<file path="src/rtl/riscv_pkg.sv">
`default_nettype none
// ============================================================================
// Module : riscv_pkg
// Brief  : Shared widths, opcode constants and the fetch buffer entry type.
// Rev    : 1.0
// ============================================================================
package riscv_pkg;

  localparam int XLEN = 32;

  localparam logic [6:0] OP_R      = 7'b0110011;
  localparam logic [6:0] OP_IMM    = 7'b0010011;
  localparam logic [6:0] OP_LOAD   = 7'b0000011;
  localparam logic [6:0] OP_STORE  = 7'b0100011;
  localparam logic [6:0] OP_BRANCH = 7'b1100011;
  localparam logic [6:0] OP_LUI    = 7'b0110111;
  localparam logic [6:0] OP_AUIPC  = 7'b0010111;
  localparam logic [6:0] OP_JAL    = 7'b1101111;

  localparam logic [31:0] INSTR_NOP = 32'h0000_0013;

  typedef struct packed {
    logic [31:0]     instr;
    logic [XLEN-1:0] pc;
  } fetch_entry_t;

endpackage
`default_nettype wire

</file>
<file path="src/rtl/fetch_fifo.sv">
`default_nettype none
// ============================================================================
// Module : fetch_fifo
// Brief  : Synchronous FIFO of fetch entries with flush and combinational head.
// Rev    : 1.0
// ============================================================================
module fetch_fifo
  import riscv_pkg::*;
#(
  parameter int DEPTH = 2,
  parameter int CNT_W = $clog2(DEPTH) + 1
) (
  input  logic             clk,
  input  logic             reset_n,
  input  logic             push,
  input  fetch_entry_t     push_data,
  input  logic             pop,
  input  logic             flush,
  output logic [CNT_W-1:0] count,
  output fetch_entry_t     head
);

  localparam int PTR_W = $clog2(DEPTH);

  fetch_entry_t     r_mem [DEPTH];
  logic [PTR_W-1:0] r_wr_ptr;
  logic [PTR_W-1:0] r_rd_ptr;
  logic [CNT_W-1:0] r_count;

  // Pointers wrap naturally because DEPTH is a power of two.
  always_ff @(posedge clk or negedge reset_n) begin
    if (!reset_n) begin
      r_wr_ptr <= '0;
      r_rd_ptr <= '0;
      r_count  <= '0;
    end else if (flush) begin
      r_wr_ptr <= '0;
      r_rd_ptr <= '0;
      r_count  <= '0;
    end else begin
      if (push) r_wr_ptr <= r_wr_ptr + 1'b1;
      if (pop)  r_rd_ptr <= r_rd_ptr + 1'b1;
      case ({push, pop})
        2'b10:   r_count <= r_count + 1'b1;
        2'b01:   r_count <= r_count - 1'b1;
        default: r_count <= r_count;
      endcase
    end
  end

  // When full, push and pop hit the same slot: the head is read before the write lands.
  always_ff @(posedge clk) begin
    if (push && !flush) r_mem[r_wr_ptr] <= push_data;
  end

  assign count = r_count;
  assign head  = (r_count != '0) ? r_mem[r_rd_ptr] : '0;

endmodule
`default_nettype wire

</file>
<file path="src/rtl/instr_fetch_unit.sv">
`default_nettype none
// ============================================================================
// Module : instr_fetch_unit
// Brief  : PC, credit-limited in-order fetch requests, response buffering and
//          redirect flush feeding decode through a valid/ready handshake.
// Rev    : 1.0
// ============================================================================
module instr_fetch_unit
  import riscv_pkg::*;
#(
  parameter int              XLEN     = riscv_pkg::XLEN,
  parameter logic [XLEN-1:0] RESET_PC = '0,
  parameter int              DEPTH    = 2
) (
  input  logic            clk,
  input  logic            reset_n,
  output logic            imem_req_valid,
  input  logic            imem_req_ready,
  output logic [XLEN-1:0] imem_addr,
  input  logic            imem_rsp_valid,
  input  logic [31:0]     imem_rsp_data,
  input  logic            redirect_valid,
  input  logic [XLEN-1:0] redirect_pc,
  output logic            if_valid,
  input  logic            if_ready,
  output logic [31:0]     if_instr,
  output logic [XLEN-1:0] if_pc,
  output logic [6:0]      if_opcode
);

  localparam int              CNT_W      = $clog2(DEPTH) + 1;
  localparam logic [CNT_W:0]  c_depth    = (CNT_W + 1)'(DEPTH);
  localparam logic [XLEN-1:0] c_pc_step  = XLEN'(4);
  localparam logic [XLEN-1:0] c_reset_pc = {RESET_PC[XLEN-1:2], 2'b00};

  logic [XLEN-1:0]  r_pc;
  logic [XLEN-1:0]  r_rsp_pc;
  logic [CNT_W-1:0] r_outstanding;
  logic [CNT_W-1:0] r_drop_cnt;

  logic [CNT_W-1:0] w_fifo_count;
  logic [CNT_W:0]   w_credit_used;
  logic [XLEN-1:0]  w_redirect_pc;
  logic             w_req_fire;
  logic             w_push;
  logic             w_pop;
  fetch_entry_t     w_push_entry;
  fetch_entry_t     w_head;

  assign w_redirect_pc = {redirect_pc[XLEN-1:2], 2'b00};
  assign w_credit_used = {1'b0, r_outstanding} + {1'b0, w_fifo_count};

  // Outstanding requests plus buffered entries never exceed DEPTH, so pushes cannot overflow.
  assign imem_req_valid = reset_n && !redirect_valid && (w_credit_used < c_depth);
  assign imem_addr      = r_pc;
  assign w_req_fire     = imem_req_valid && imem_req_ready;

  assign w_push             = imem_rsp_valid && !redirect_valid && (r_drop_cnt == '0);
  assign w_push_entry.instr = imem_rsp_data;
  assign w_push_entry.pc    = r_rsp_pc;

  assign if_valid = reset_n && (w_fifo_count != '0) && !redirect_valid;
  assign w_pop    = if_valid && if_ready;

  always_ff @(posedge clk or negedge reset_n) begin
    if (!reset_n) begin
      r_pc          <= c_reset_pc;
      r_rsp_pc      <= c_reset_pc;
      r_outstanding <= '0;
      r_drop_cnt    <= '0;
    end else begin
      if (redirect_valid) begin
        // Everything still in flight belongs to the abandoned path.
        r_pc       <= w_redirect_pc;
        r_rsp_pc   <= w_redirect_pc;
        r_drop_cnt <= r_outstanding - CNT_W'(imem_rsp_valid);
      end else begin
        if (w_req_fire) r_pc <= r_pc + c_pc_step;
        if (w_push)     r_rsp_pc <= r_rsp_pc + c_pc_step;
        if (imem_rsp_valid && (r_drop_cnt != '0)) r_drop_cnt <= r_drop_cnt - 1'b1;
      end
      case ({w_req_fire, imem_rsp_valid})
        2'b10:   r_outstanding <= r_outstanding + 1'b1;
        2'b01:   r_outstanding <= r_outstanding - 1'b1;
        default: r_outstanding <= r_outstanding;
      endcase
    end
  end

  a_rsp_needs_credit: assert property (@(posedge clk) disable iff (!reset_n)
    imem_rsp_valid |-> (r_outstanding != '0));

  fetch_fifo #(
    .DEPTH (DEPTH),
    .CNT_W (CNT_W)
  ) u_fifo (
    .clk       (clk),
    .reset_n   (reset_n),
    .push      (w_push),
    .push_data (w_push_entry),
    .pop       (w_pop),
    .flush     (redirect_valid),
    .count     (w_fifo_count),
    .head      (w_head)
  );

  assign if_instr  = w_head.instr;
  assign if_pc     = w_head.pc;
  assign if_opcode = w_head.instr[6:0];

endmodule
`default_nettype wire

</file>
<file path="config.mk">
export PLATFORM = sky130hd
export DESIGN_NAME = instr_fetch_unit
export DESIGN_NICKNAME = d
export VERILOG_FILES = /design/src/rtl/riscv_pkg.sv /design/src/rtl/fetch_fifo.sv /design/src/rtl/instr_fetch_unit.sv
export SDC_FILE = /design/constraint.sdc
export NUM_CORES = 1
export LEC_CHECK = 0
export CORE_ASPECT_RATIO = 1.5
export CORE_MARGIN = 5
export CORE_UTILIZATION = 25
export CTS_BUF_LIST = sky130_fd_sc_hd__clkbuf_8
export DETAILED_ROUTE_END_ITERATION = 7
export MAX_ROUTING_LAYER = met4
export SLEW_MARGIN = 20
export SYNTH_ARGS = -nofsm -noshare
export SYNTH_HDL_FRONTEND = slang
export SYNTH_SLANG_ARGS = --single-unit
</file>
<file path="constraint.sdc">
create_clock -name clk -period 5.3 [get_ports clk]
set_input_delay 0.53 -clock clk [delete_from_list [all_inputs] [get_ports clk]]
set_output_delay 0.53 -clock clk [all_outputs]
set_load 0.02 [all_outputs]
</file>
After elaboration in Yosys (flattened, before gate mapping)
Memories as Yosys holds them, arrays and structs flattened.
Cells that the tools add are included.
- flip-flop bits (word level): 72
- memories: 1
- bits in writable memories: 128
- output and inout bits: 105
- input port bits: 70
- memory list (memory ; words ; bits a word ; rd ports ; clocked after Yosys merged registers in ; write ports ; RTL line ; text):
    u_fifo.r_mem ; 2 ; 64 ; 1 ; 0 ; 1 ; fetch_fifo.sv:25 ; fetch_entry_t r_mem [DEPTH];
- eq/ne operators: 4
- reductions and logical operators: 20
- $lt $le $gt $ge: 1
- mux-type cells: 16
- $add $sub $neg: 11
- operator list (kind ; number):
    $mux W32 ; 4
    $add A32 B3 Y32 const B ; 2
    $mux W64 ; 1
    $reduce_bool A2 Y1 ; 7
    $logic_and A1 B1 Y1 ; 10
    $pmux W2 S2 ; 2
    $mux W1 ; 6
    $mux W2 ; 3
    $sub A2 B1 Y2 const B ; 3
    $add A2 B1 Y2 const B ; 2
    $eq A2 B1 Y1 const B ; 2
    $eq A2 B2 Y1 const B ; 2
    $add A2 B2 Y3 ; 1
    $lt A3 B2 Y1 const B ; 1
    $reduce_bool A3 Y1 ; 1
    $add A1 B1 Y1 const B ; 2
    $logic_not A2 Y1 ; 1
    $sub A2 B1 Y2 ; 1
    $logic_not A1 Y1 ; 1

Depth between registers and ports, before layout
- word-level depth: 7
- depth in mapped cells: 11
- depth with buffers taken out: 9

Modules after synthesis
From an unflattened synthesis, not the netlist that was laid out.
- cells, all modules: 688
- area total of the unflattened synthesis: 8783.4 um2
- by module, submodules not included (module ; area an instance (um2) ; sequential area each (um2) ; instances ; cells each):
    fetch_fifo ; 5096.1 ; 3943.8 ; 1 ; 289
    instr_fetch_unit ; 3687.3 ; 1601.5 ; 1 ; 399

Least setup slack after synthesis
OpenSTA, ideal clock, no wires.
- path kind: in2reg
- start: in redirect_valid
- end: mem u_fifo.r_mem[0][10] in the netlist's numbering (enable)
- slack: -620 ps
- stages: 4
- arrival: 5361 ps
- path through: buf_2 > clkbuf_1 > clkbuf_1 > nor3_1
- word-level cells in the longest chain between the ends: 6
- ends and longest elaborated chain (item ; RTL line ; text):
    start: declaration ; instr_fetch_unit.sv:22 ; input logic redirect_valid,
    $logic_not A1 Y1 (*) ; fetch_fifo.sv:53, instr_fetch_unit.sv:58 ;
    $logic_and A1 B1 Y1 (2 in a row) ; instr_fetch_unit.sv:58 ; assign w_push = imem_rsp_valid && !redirect_valid && (r_drop_cnt == '0);
    $logic_and A1 B1 Y1 (*) ; fetch_fifo.sv:53 ; if (push && !flush) r_mem[r_wr_ptr] <= push_data;
    $mux W1 (*) ; fetch_fifo.sv:53 ;
    $mux W1 (implied by the code) (*) ; fetch_fifo.sv:53 ;
    end: declaration ; fetch_fifo.sv:25 ;
Every way passes the cells marked *; elsewhere a longest branch is shown, timed or not.

Worst setup path in the final report
- start: reg u_fifo.r_count[0] (netlist: u_fifo.count[0])
- end: reg r_pc[10] (netlist: imem_addr[10])
- word-level cells in the longest chain between the ends: 5
- ends and longest elaborated chain (item ; RTL line ; text):
    start: declaration ; fetch_fifo.sv:28 ; logic [CNT_W-1:0] r_count;
    start signal: assignment ; fetch_fifo.sv:44 ; 2'b10: r_count <= r_count + 1'b1;
    start signal: assignment ; fetch_fifo.sv:45 ; 2'b01: r_count <= r_count - 1'b1;
    start signal: assignment ; fetch_fifo.sv:46 ; default: r_count <= r_count;
    $add A2 B2 Y3 ; instr_fetch_unit.sv:51 ; assign w_credit_used = {1'b0, r_outstanding} + {1'b0, w_fifo_count};
    $lt A3 B2 Y1 ; instr_fetch_unit.sv:54 ; assign imem_req_valid = reset_n && !redirect_valid && (w_credit_used < c_depth);
    $logic_and A1 B1 Y1 ; instr_fetch_unit.sv:54 ;
    $logic_and A1 B1 Y1 ; instr_fetch_unit.sv:56 ; assign w_req_fire = imem_req_valid && imem_req_ready;
    $reduce_bool A2 Y1 (no line) ; -- ;
    end signal: assignment ; instr_fetch_unit.sv:67 ; r_pc <= c_reset_pc;
    end signal: assignment ; instr_fetch_unit.sv:74 ; r_pc <= w_redirect_pc;
    end signal: assignment ; instr_fetch_unit.sv:78 ; if (w_req_fire) r_pc <= r_pc + c_pc_step;
    end: declaration ; instr_fetch_unit.sv:36 ; logic [XLEN-1:0] r_pc;
Every way passes these cells.
A chain may end at the register's enable or synchronous reset.

==> metrics.md <==
| Metric | Value |
|---|---|
| Die H | `237 um` |
| CP arrival | `3.79 ns` |
| Synthesized-area fraction occupied by xor and xnor cells | `3.97%` |
| Initial antenna violation count | `2` |
| Synth async-reset ratio | `35.4%` |
| Layout cells sized above 1 | `7.46%` |
| Logic pwr share | `24.6%` |
| Worst clock skew | `0.0195 ns` |
| Yosys reg bits | `192` |
| CTS sink cnt | `192` |
| Post-CTS Hold Fix Bufs | `0` |
| Peak supply drop | `0.000142 V` |
| Slew of the pin with the lowest slew margin | `0.916 ns` |
| Post-DP Area | `10700 sq um` |
| Vias per inst | `4.61` |
| Die Area | `38300 sq um` |
| DR vias | `5988` |
| Fill cells | `3410` |
| Total wire length | `22.6 mm` |
| Number of nets in the layout | `934` |
| Synth Area in Compound Gates | `6.33%` |
| Root buffer cell | `clkbuf_8` |
| Register area share after synthesis | `63.1%` |
| Worst hold path type | `in2async` |
| Setup ws final | `1.90 ns` |
| Crit-path cells | `and2_1 -> fa_1 -> nor4b_4 -> and2_2 -> inv_1 -> or3_1 -> xnor2_1 -> mux2_2` |
| Top-area cell type share of the netlist area | `43.3%` |
| DRC viols | `0` |
| Placed Cells | `1263` |
| Critical Path RT | `5.69 ns` |
| Synth Instances | `700` |
| Final setup TNS | `0 ns` |
| Post-DRT Antenna Nets | `0` |
| Crit Path Max Fanout | `29` |
| Outcome | `completed` |
| Delay-heaviest family, CP | `simple AND/OR/NAND/NOR gates` |
| Mapped Avg Cell Area | `12.3 sq um` |
| Warnings from Yosys | `0` |
| Worst slew margin | `38.5%` |
| Post-synth cell types | `54` |
| Worst r2r src | `u_fifo.count[0]$_DFFE_PN0P_` |
| Internal power | `0.00272 W` |
| WS Path Type | `reg2reg` |
| Fin. max-slew vios | `0` |
| Switch Pwr | `0.00123 W` |
| Mapped Area | `8600 sq um` |
| Post-synth EDFFs | `124` |
| Reg-to-reg endpoint | `imem_addr[10]$_DFFE_PN0P_` |
| Routed WL per cell | `17.4 um` |
| CTS H-Tree Depth | `4` |
| Top_reg_cell synth | `edfxtp_1` |
| Largest net degree at the start of global routing | `70` |
| Max-cap violations | `0` |
| Drt initial violations | `244` |
| Setup violators final | `0` |
| Minimum clock period | `3.40 ns` |
| Gr usage total | `12.1%` |
| Post-synthesis adder-cell area fraction | `0.960%` |
| Pwr dens | `353 nW/um^2` |
| FMAX | `294 MHz` |
| Multiplexer share of the synthesized area | `8.25%` |
| Setup WS pre-CTS | `1.93 ns` |
| R2R Setup Slk | `1.90 ns` |
| Area Overhead vs Synth | `29.8%` |
| Reg power frac | `48.2%` |
| Buf+Inv Stages, Crit Path | `1` |
| Main area contributors after synthesis | `edfxtp_1 (43%), dfrtp_1 (20%), mux2i_1 (7.3%)` |
| Slowest-stage cell, CP | `or3_1` |
| Worst reg-to-reg path cell count | `8` |
| Vias in the first global route | `5854` |
| Number of CTS-inserted buffers | `17` |
| Finished Layout Cells | `1298` |
| Global route overflow | `0` |
| Post-cts sizing count | `0` |
| First-pass GRT wire length | `34.5 mm` |
| Sw frac | `31.1%` |
| Fin area | `11200 sq um` |
| DR pass1 iterations | `4` |
| Leak Pwr | `3.76 nW` |
| RSZ-0062 raised after global routing | `no` |
| TritonCTS clock tree | `done` |
| CP peak stage delay | `0.51 ns` |
| Worst skew pair latency | `0.49 ns` |
| Row cnt | `83` |
| Largest family of logic cells by synthesized area | `simple AND/OR/NAND/NOR gates` |
| Clock buffer depth | `2` |
| Clk network pwr share | `27.2%` |
| Final hold vios | `0` |
| Startpoint Class | `flip-flop` |
| Post-DP HPWL | `16.2 mm` |
| Die Span X | `161 um` |
| Crit end category | `flip-flop` |
| Port bufs | `168` |
| Synth Area in Simple Gates | `14.4%` |
| Final cycle utilization of the critical path | `64.2%` |
| Starting density of the core | `25.2%` |
| Worst-path clk slew | `0.11 ns` |
| Leading area contributor after synthesis | `edfxtp_1` |
| Placer Congestion | `0.843` |
| Core ar. | `34200 sq um` |
| Postcts setup bufs | `0` |
| Ports | `175` |
==> layout make-up <==
class | instances | area (sq um) | share of cell area, %
antenna | 2 | 5.00 | 0.0448
clock buffer | 17 | 234 | 2.10
clock inverter | 15 | 204 | 1.83
inverter | 14 | 52.6 | 0.471
multi-input combinational | 456 | 2950 | 26.4
sequential | 192 | 5430 | 48.6
tap | 425 | 532 | 4.76
timing repair buffer | 177 | 1760 | 15.8
==> layout by cell type, fill, tap and decap left out, types with 5 or more instances in the layout <==
master	Yosys	routed
clkdlybuf4s50_1	0	166
edfxtp_1	124	124
nor2_1	88	87
dfrtp_1	68	67
mux2i_1	63	63
nand2_1	55	55
o21ai_0	40	40
nand4_1	29	29
nand3_1	27	27
xnor2_1	20	20
xor2_1	19	19
clkbuf_8	0	17
inv_1	13	14
a21oi_1	13	13
o311ai_0	10	10
o211ai_1	8	8
buf_4	12	8
mux2_2	7	7
nor3_1	8	7
and3_1	7	6
nor4_1	6	6
a31oi_1	5	5
ha_1	5	5
==> state kept, by name, summed over array words and instances, names as in the netlist <==
signal           count
imem_addr           30
r_drop_cnt           2
r_outstanding        2
r_rsp_pc            30
u_fifo.count         2
u_fifo.r_mem       124
u_fifo.r_rd_ptr      1
u_fifo.r_wr_ptr      1
==> stage by stage <==
| step | hold WS [ns] | power (W) | utilization (%) |
|---|---|---|---|
| 2_1_floorplan | 0.234 | 0.00245 | - |
| 3_3_place_gp | 0.475 | 0.00290 | 31.3 |
| 3_5_place_dp | 0.483 | 0.00291 | 31.3 |
| 4_1_cts | 0.394 | 0.00400 | 32.6 |
| 5_1_grt | 0.441 | 0.00414 | 32.7 |
| 6_report | 0.382 | 0.00394 | 32.7 |
==> cell usage after synthesis, types with 2 or more instances <==
library cell and count:
edfxtp_1 124, buf_2 4, buf_1 7, inv_1 13
and2_1 4, nor3b_1 3, nor3_1 8, a21oi_1 13
mux2i_1 63, o311ai_0 10, or2_2 3, nand4_1 29
nand2_1 55, clkbuf_1 18, mux2_2 7, a31oi_1 5
buf_4 12, and4_1 3, xnor2_1 20, ha_1 5
and3_1 7, nand3_1 27, o31ai_1 2, nor4_1 6
dfrtp_1 68, nor2_1 88, or3_1 4, o21ai_0 40
xor2_1 19, o21bai_1 2, o211ai_1 8
==> power groups by stage <==
stage	sequential [W]	clock (W)	combinational, W
3_3_place_gp	0.00193	0	0.000968
4_1_cts	0.00190	0.00112	0.000979
6_report	0.00190	0.00107	0.000970
3_5_place_dp	0.00194	0	0.000974
2_1_floorplan	0.00192	0	0.000528
5_1_grt	0.00192	0.00116	0.00106
==> how the worst max path moves through the flow <==
stage | startpoint | endpoint | cells past startpoint
global placement | u_fifo.count[0]$_DFFE_PN0P_ | imem_addr[10]$_DFFE_PN0P_ | 8
finish | u_fifo.count[0]$_DFFE_PN0P_ | imem_addr[10]$_DFFE_PN0P_ | 8
CTS | u_fifo.count[0]$_DFFE_PN0P_ | if_instr[16] | 4
global route | u_fifo.count[0]$_DFFE_PN0P_ | imem_addr[10]$_DFFE_PN0P_ | 8
detailed placement | u_fifo.count[0]$_DFFE_PN0P_ | imem_addr[10]$_DFFE_PN0P_ | 8
floorplan | redirect_valid | u_fifo.r_mem[0][10]$_DFFE_PP_ | 4
==> metal layers <==
layer / track usage, % / vias up / part of all wire (%)
met4: 5.10 / 0 / 2.8
li1: - / 2870 / -
met1: 14.2 / 2925 / 41
met5: - / - / 0
met3: 2.22 / 32 / 4.8
met2: 20.4 / 161 / 52
==> kinds of logic after synthesis <==
group,count (synthesis)
mux,70
xor+xnor,39
simple gates,249
buf+inv,55
fa+ha+maj,6
other cells,1
compound gates,88
flops,192
Power figures use the tool's default switching activity.
